**config.mk**
```make
export PLATFORM = sky130hd
export DESIGN_NAME = aes_ctr_round_ctrl
export DESIGN_NICKNAME = d
export VERILOG_FILES = /design/src/rtl/aes_pkg.sv /design/src/rtl/aes_ctr_inc.sv /design/src/rtl/aes_ctr_round_ctrl.sv
export SDC_FILE = /design/constraint.sdc
export NUM_CORES = 1
export LEC_CHECK = 0
export CORE_MARGIN = 2
export CORE_UTILIZATION = 43
export DETAILED_ROUTE_END_ITERATION = 10
export PLACE_DENSITY = 0.77
export SLEW_MARGIN = 40
export SYNTH_ARGS = -nofsm -noshare
export SYNTH_HDL_FRONTEND = slang
export SYNTH_SLANG_ARGS = --single-unit
```
**constraint.sdc**
```tcl
create_clock -name clk -period 2.39 [get_ports clk]
set_clock_uncertainty 0.1 [all_clocks]
set_input_delay 0.3585 -clock clk [delete_from_list [all_inputs] [get_ports clk]]
set_output_delay 0.3585 -clock clk [all_outputs]
set_load 0.01 [all_outputs]
```
**src/rtl/aes_pkg.sv**
```systemverilog
// Shared types and constants for the AES-128 CTR sequencing logic.
// State encoding plus round count, block width and key-expansion wait.
package aes_pkg;

   localparam int AES_NR      = 10;
   localparam int AES_BLK_W   = 128;
   localparam int AES_KX_WAIT = 2;

   typedef enum logic [2:0] {
      S_IDLE,
      S_KEXP,
      S_READY,
      S_ROUND,
      S_CAP,
      S_OUT
   } state_t;

endpackage

```
**src/rtl/aes_ctr_inc.sv**
```systemverilog
// Counter-block increment: low 32 bits wrap by default.
// AES_CTR_INC128_EN widens the increment to the full block.
module aes_ctr_inc
   import aes_pkg::*;
#(
   parameter int W = AES_BLK_W
) (
   input  logic [W-1:0] ctr,
   output logic [W-1:0] nxt
);

`ifdef AES_CTR_INC128_EN
   assign nxt = ctr + W'(1);
`else
   assign nxt = {ctr[W-1:32], ctr[31:0] + 32'd1};
`endif

endmodule

```
**src/rtl/aes_ctr_round_ctrl.sv**
```systemverilog
// AES-128 CTR sequencer: key expansion, one round per cycle, keystream out.
// Build option AES_CTR_INC128_EN selects a 128-bit counter increment.
module aes_ctr_round_ctrl
   import aes_pkg::*;
#(
   parameter int NR    = AES_NR,
   parameter int CTR_W = AES_BLK_W
) (
   input  logic             clk,
   input  logic             rst_n,
   input  logic             key_load,
   output logic             key_rdy,
   output logic             ke_start,
   input  logic             ke_ready,
   output logic [3:0]       ke_round,
   input  logic             ctr_load,
   input  logic [CTR_W-1:0] ctr_init,
   input  logic             blk_valid,
   output logic             blk_ready,
   output logic             rnd_en,
   output logic             rnd_first,
   output logic             rnd_last,
   output logic [3:0]       rnd_idx,
   output logic [CTR_W-1:0] ctr_blk,
   input  logic [127:0]     rd_state,
   output logic             ks_valid,
   input  logic             ks_ready,
   output logic [127:0]     ks_data
);

   localparam logic [3:0] NR_L   = 4'(NR);
   localparam logic [1:0] KX_END = 2'(AES_KX_WAIT);

   state_t           state;
   logic [1:0]       kx_cnt;
   logic [CTR_W-1:0] ctr;
   logic [CTR_W-1:0] ctr_src;
   logic [CTR_W-1:0] ctr_nxt;

   // A same-cycle ctr_load feeds the block directly, then gets incremented.
   assign ctr_src  = ctr_load ? ctr_init : ctr;
   assign ke_round = rnd_idx;

   aes_ctr_inc #(.W(CTR_W)) u_inc (
      .ctr (ctr_src),
      .nxt (ctr_nxt)
   );

   // Sequencer FSM with all handshake and round outputs registered.
   always_ff @(posedge clk or negedge rst_n) begin
      if (!rst_n) begin
         state     <= S_IDLE;
         kx_cnt    <= '0;
         ctr       <= '0;
         ctr_blk   <= '0;
         ks_data   <= '0;
         ks_valid  <= 1'b0;
         ke_start  <= 1'b0;
         key_rdy   <= 1'b1;
         blk_ready <= 1'b0;
         rnd_en    <= 1'b0;
         rnd_first <= 1'b0;
         rnd_last  <= 1'b0;
         rnd_idx   <= '0;
      end else begin
         ke_start <= 1'b0;
         unique case (state)
            S_IDLE: begin
               if (ctr_load) ctr <= ctr_init;
               if (key_load) begin
                  state    <= S_KEXP;
                  ke_start <= 1'b1;
                  kx_cnt   <= '0;
                  key_rdy  <= 1'b0;
               end
            end
            S_KEXP: begin
               if (kx_cnt != KX_END) begin
                  kx_cnt <= kx_cnt + 2'd1;
               end else if (ke_ready) begin
                  state     <= S_READY;
                  key_rdy   <= 1'b1;
                  blk_ready <= 1'b1;
               end
            end
            S_READY: begin
               if (key_load) begin
                  if (ctr_load) ctr <= ctr_init;
                  state     <= S_KEXP;
                  ke_start  <= 1'b1;
                  kx_cnt    <= '0;
                  key_rdy   <= 1'b0;
                  blk_ready <= 1'b0;
               end else if (blk_valid) begin
                  ctr_blk   <= ctr_src;
                  ctr       <= ctr_nxt;
                  state     <= S_ROUND;
                  rnd_idx   <= '0;
                  rnd_en    <= 1'b1;
                  rnd_first <= 1'b1;
                  rnd_last  <= (NR_L == 4'd0);
                  key_rdy   <= 1'b0;
                  blk_ready <= 1'b0;
               end else if (ctr_load) begin
                  ctr <= ctr_init;
               end
            end
            S_ROUND: begin
               if (rnd_last) begin
                  state    <= S_CAP;
                  rnd_en   <= 1'b0;
                  rnd_last <= 1'b0;
                  rnd_idx  <= '0;
               end else begin
                  rnd_idx   <= rnd_idx + 4'd1;
                  rnd_first <= 1'b0;
                  rnd_last  <= (rnd_idx + 4'd1 == NR_L);
               end
            end
            S_CAP: begin
               ks_data  <= rd_state;
               ks_valid <= 1'b1;
               state    <= S_OUT;
            end
            S_OUT: begin
               if (ks_ready) begin
                  ks_valid  <= 1'b0;
                  state     <= S_READY;
                  key_rdy   <= 1'b1;
                  blk_ready <= 1'b1;
               end
            end
            default: state <= S_IDLE;
         endcase
      end
   end

endmodule
```
==> metrics.md <==
| Metric | Value |
|---|---|
| Total Routing Usage GR | `27.2%` |
| Post-detailed-routing wire length | `59.5 mm` |
| Net Count, Synth | `1940` |
| Largest buffer count on any clock path | `3` |
| Type of the tightest min-delay check | `in -> async` |
| Startpoint class of the critical path | `flip-flop` |
| Worst VDD drop | `0.000897 V` |
| Internal power | `21.8 mW` |
| Static Leakage | `11.6 nW` |
| DP HPWL | `43.4 mm` |
| Clock network latency to the later pin of the worst-skew pair | `560 ps` |
| Flop pwr share | `37.3%` |
| Total Negative Setup Slacks | `0 ps` |
| Post-route clock period utilization | `97.4%` |
| Detailed-route wire length per cell | `20.8 um` |
| Number of flops mapped to enable cells by yosys | `0` |
| Fin area | `26200 um^2` |
| Die ar. | `42900 um^2` |
| Layout-stage area growth over the synthesis result | `47.6%` |
| Worst setup slack after placement | `-490 ps` |
| Clock edge transition at the registers on the reported setup and hold paths | `60 ps` |
| Post-synthesis average cell area | `10.6 um^2` |
| Root buffer selected by CTS | `clkbuf_16` |
| Final hold violation count | `0` |
| Depth of the worst register-to-register path | `8` |
| Setup repair after global routing missed its margin | `true` |
| Post-detailed-route via-to-cell ratio | `5.27` |
| Synth area leaders | `dfrtp_1, mux2_2, mux2i_1` |
| Status | `completed` |
| Switching Fraction | `34.2%` |
| Port-buffer cells | `533` |
| Maximum clock frequency | `429 MHz` |
| I/O pin total | `534` |
| Fraction of layout instances using a drive strength above 1 | `15.7%` |
| Detailed-route via count | `15100` |
| Number of buffers created by CTS | `44` |
| Asr flop ratio synth | `100%` |
| Critical path fanouts, max | `4` |
| Die Y | `207 um` |
| Placed Area | `24600 um^2` |
| Category of the most critical setup path | `reg -> reg` |
| DR pass1 iterations | `5` |
| Share of synthesized area occupied by flip-flops and latches | `56.5%` |
| Worst path arrival time | `2670 ps` |
| Cell type contributing the most total cell area after synthesis | `dfrtp_1` |
| Max H-tree Level | `2` |
| Post-synthesis register bit count | `400` |
| Transition time at the pin with the least slew margin | `723 ps` |
| Die Span X | `207 um` |
| Placeable core region | `40700 um^2` |
| Initial core utilization | `43.5%` |
| Initial drt markers | `866` |
| Setup violation total in the final timing report | `0` |
| DRC violations left | `0` |
| Number of antenna violations at the first check in global routing | `25` |
| Net switching component of the power | `11.3 mW` |
| Unique masters post-synth | `60` |
| Largest net degree at the start of global routing | `94` |
| Fin nets | `2546` |
| Primary flip-flop cell chosen by synthesis mapping | `dfrtp_1` |
| Total clock sinks | `400` |
| Core utilization of the finished layout | `64.3%` |
| Vias in the first global route | `15900` |
| Required time of the critical path | `2730 ps` |
| Final RePlAce weighted congestion | `0.899` |
| Proportion of power drawn by the clock network | `21.0%` |
| Count of maximum capacitance violations | `0` |
| Number of warnings reported in the yosys synthesis log | `0` |
| Relative slew slack | `51.8%` |
| Relative contribution of combinational cells to total power | `41.7%` |
| Post-route setup slack | `61.1 ps` |
| Total power per unit cell area | `1260 nW/um^2` |
| Antenna viol nets, final | `0` |
| Type of destination of the critical path | `flip-flop` |
| CTS tree | `yes` |
| Post-Syn Area | `17700 um^2` |
| First-pass GRT wire length | `91.4 mm` |
| Synth top area share | `56.3%` |
| Number of core rows | `74` |
| Smallest hold slack | `186 ps` |
| Number of max-slew violations in the final report | `0` |
| Final global-route overflow total | `0` |
| Shortest period the worst path allows | `2330 ps` |
| Gate Count Post-Synth | `1673` |
[worst paths after layout]
check,startpoint,to,slack (ps)
worst max-delay path,state[2]$_DFFE_PN0P_,ctr[16]$_DFFE_PN0N_,60
worst min-delay path,rst_n,ctr[6]$_DFFE_PN0N_,190
worst max register to register,state[2]$_DFFE_PN0P_,ctr[16]$_DFFE_PN0N_,60
worst min register to register,ctr[32]$_DFFE_PN0N_,ctr[32]$_DFFE_PN0N_,370
max in group asynchronous,rst_n,ctr_blk[95]$_DFFE_PN0P_,1140
min in group clk,ctr_load,ctr[8]$_DFFE_PN0N_,190
[layout by cell type, fill, tap and decap left out, drive strengths merged, types with 12 or more instances in the layout]
| cell | n |
|---|---|
| clkdlybuf4s50 | 531 |
| dfrtp | 399 |
| nand2 | 333 |
| a21oi | 165 |
| nor2 | 158 |
| buf | 136 |
| mux2 | 131 |
| mux2i | 125 |
| clkbuf | 67 |
| nand3 | 31 |
| o21ai | 27 |
| diode | 24 |
| nor3 | 20 |
| nor2b | 18 |
| nand3b | 18 |
| xnor2 | 14 |
| xor2 | 13 |
| o211ai | 12 |
| inv | 12 |
[through the flow]
stage | power (mW) | std cells
after floorplan | 18.1 | 1673
after global placement | 25.5 | 2761
after detailed placement | 26.0 | 2761
after CTS | 33.2 | 2839
after global routing | 34.8 | 2864
final | 33.0 | 2865
[power groups by stage]
stage | registers, mW | logic [mW] | clock network [mW]
2_1_floorplan | 13.0 | 5.10 | 0
3_3_place_gp | 12.1 | 13.4 | 0
3_5_place_dp | 12.3 | 13.7 | 0
4_1_cts | 12.3 | 13.9 | 7.06
5_1_grt | 12.7 | 14.9 | 7.30
6_report | 12.3 | 13.8 | 6.95
[sequential cells by signal, indices dropped and copies added (netlist names)]
name / cells
blk_ready: 1
ks_data: 128
ctr_blk: 128
ke_round: 4
key_rdy: 1
ctr: 128
ks_valid: 1
rnd_last: 1
ke_start: 1
rnd_first: 1
rnd_en: 1
state: 3
kx_cnt: 2
[logic make-up after synthesis]
| logic type | after synthesis | share of synthesized area (%) |
|---|---|---|
| and+or+nand+nor | 613 | 15.3 |
| DFF | 400 | 56.5 |
| muxes | 256 | 15.4 |
| AOI/OAI and AO/OA | 254 | 8.47 |
| buffers and inverters | 119 | 2.82 |
| xor gates and xnor gates | 27 | 1.33 |
| adders and majority gates | 4 | 0.282 |
[cell usage after synthesis (13+ instances only)]
cell / count
nor2_1: 158
a21oi_1: 165
xnor2_1: 14
clkbuf_1: 74
nand2_1: 333
xor2_1: 13
nor3_1: 17
nand3b_1: 16
nor2b_1: 18
o21ai_0: 27
mux2_2: 131
dfrtp_1: 399
buf_2: 16
mux2i_1: 125
nand3_1: 31
[timing repair]
item,4_1_cts,5_1_grt
hold buffers,1,0
setup buffers,1,2
endpoints found under the hold margin,61,0
pin swaps,1,5
endpoints found under the setup margin,1,16
gates resized for setup,1,10
[metal layers]
metal	global-route usage, %	wire length, um	vias up
li1	-	-	6944
met1	31.0	22600	7531
met2	46.3	30100	506
met3	7.20	4060	129
met4	15.3	2810	2
met5	0	13	-
[critical path, cell delays in order, from the launching register on]
cell and delay, ps:
dfrtp_1 390, nand4bb_1 210, buf_6 170, a2111oi_4 380
buf_4 190, nand3_2 100, nor2_4 110, mux2_4 300
a221o_1 250
[layout make-up]
type | instances | area, um^2
clock inverters | 9 | 143
clock buffers | 67 | 1330
repair buffers | 668 | 6630
inverters | 11 | 41.3
fillers | 3124 | 14600
well taps | 532 | 666
diodes | 24 | 60.1
flip-flops and latches | 400 | 10000
multi-input cells | 1154 | 7290
(Power assumes the default switching activity.)
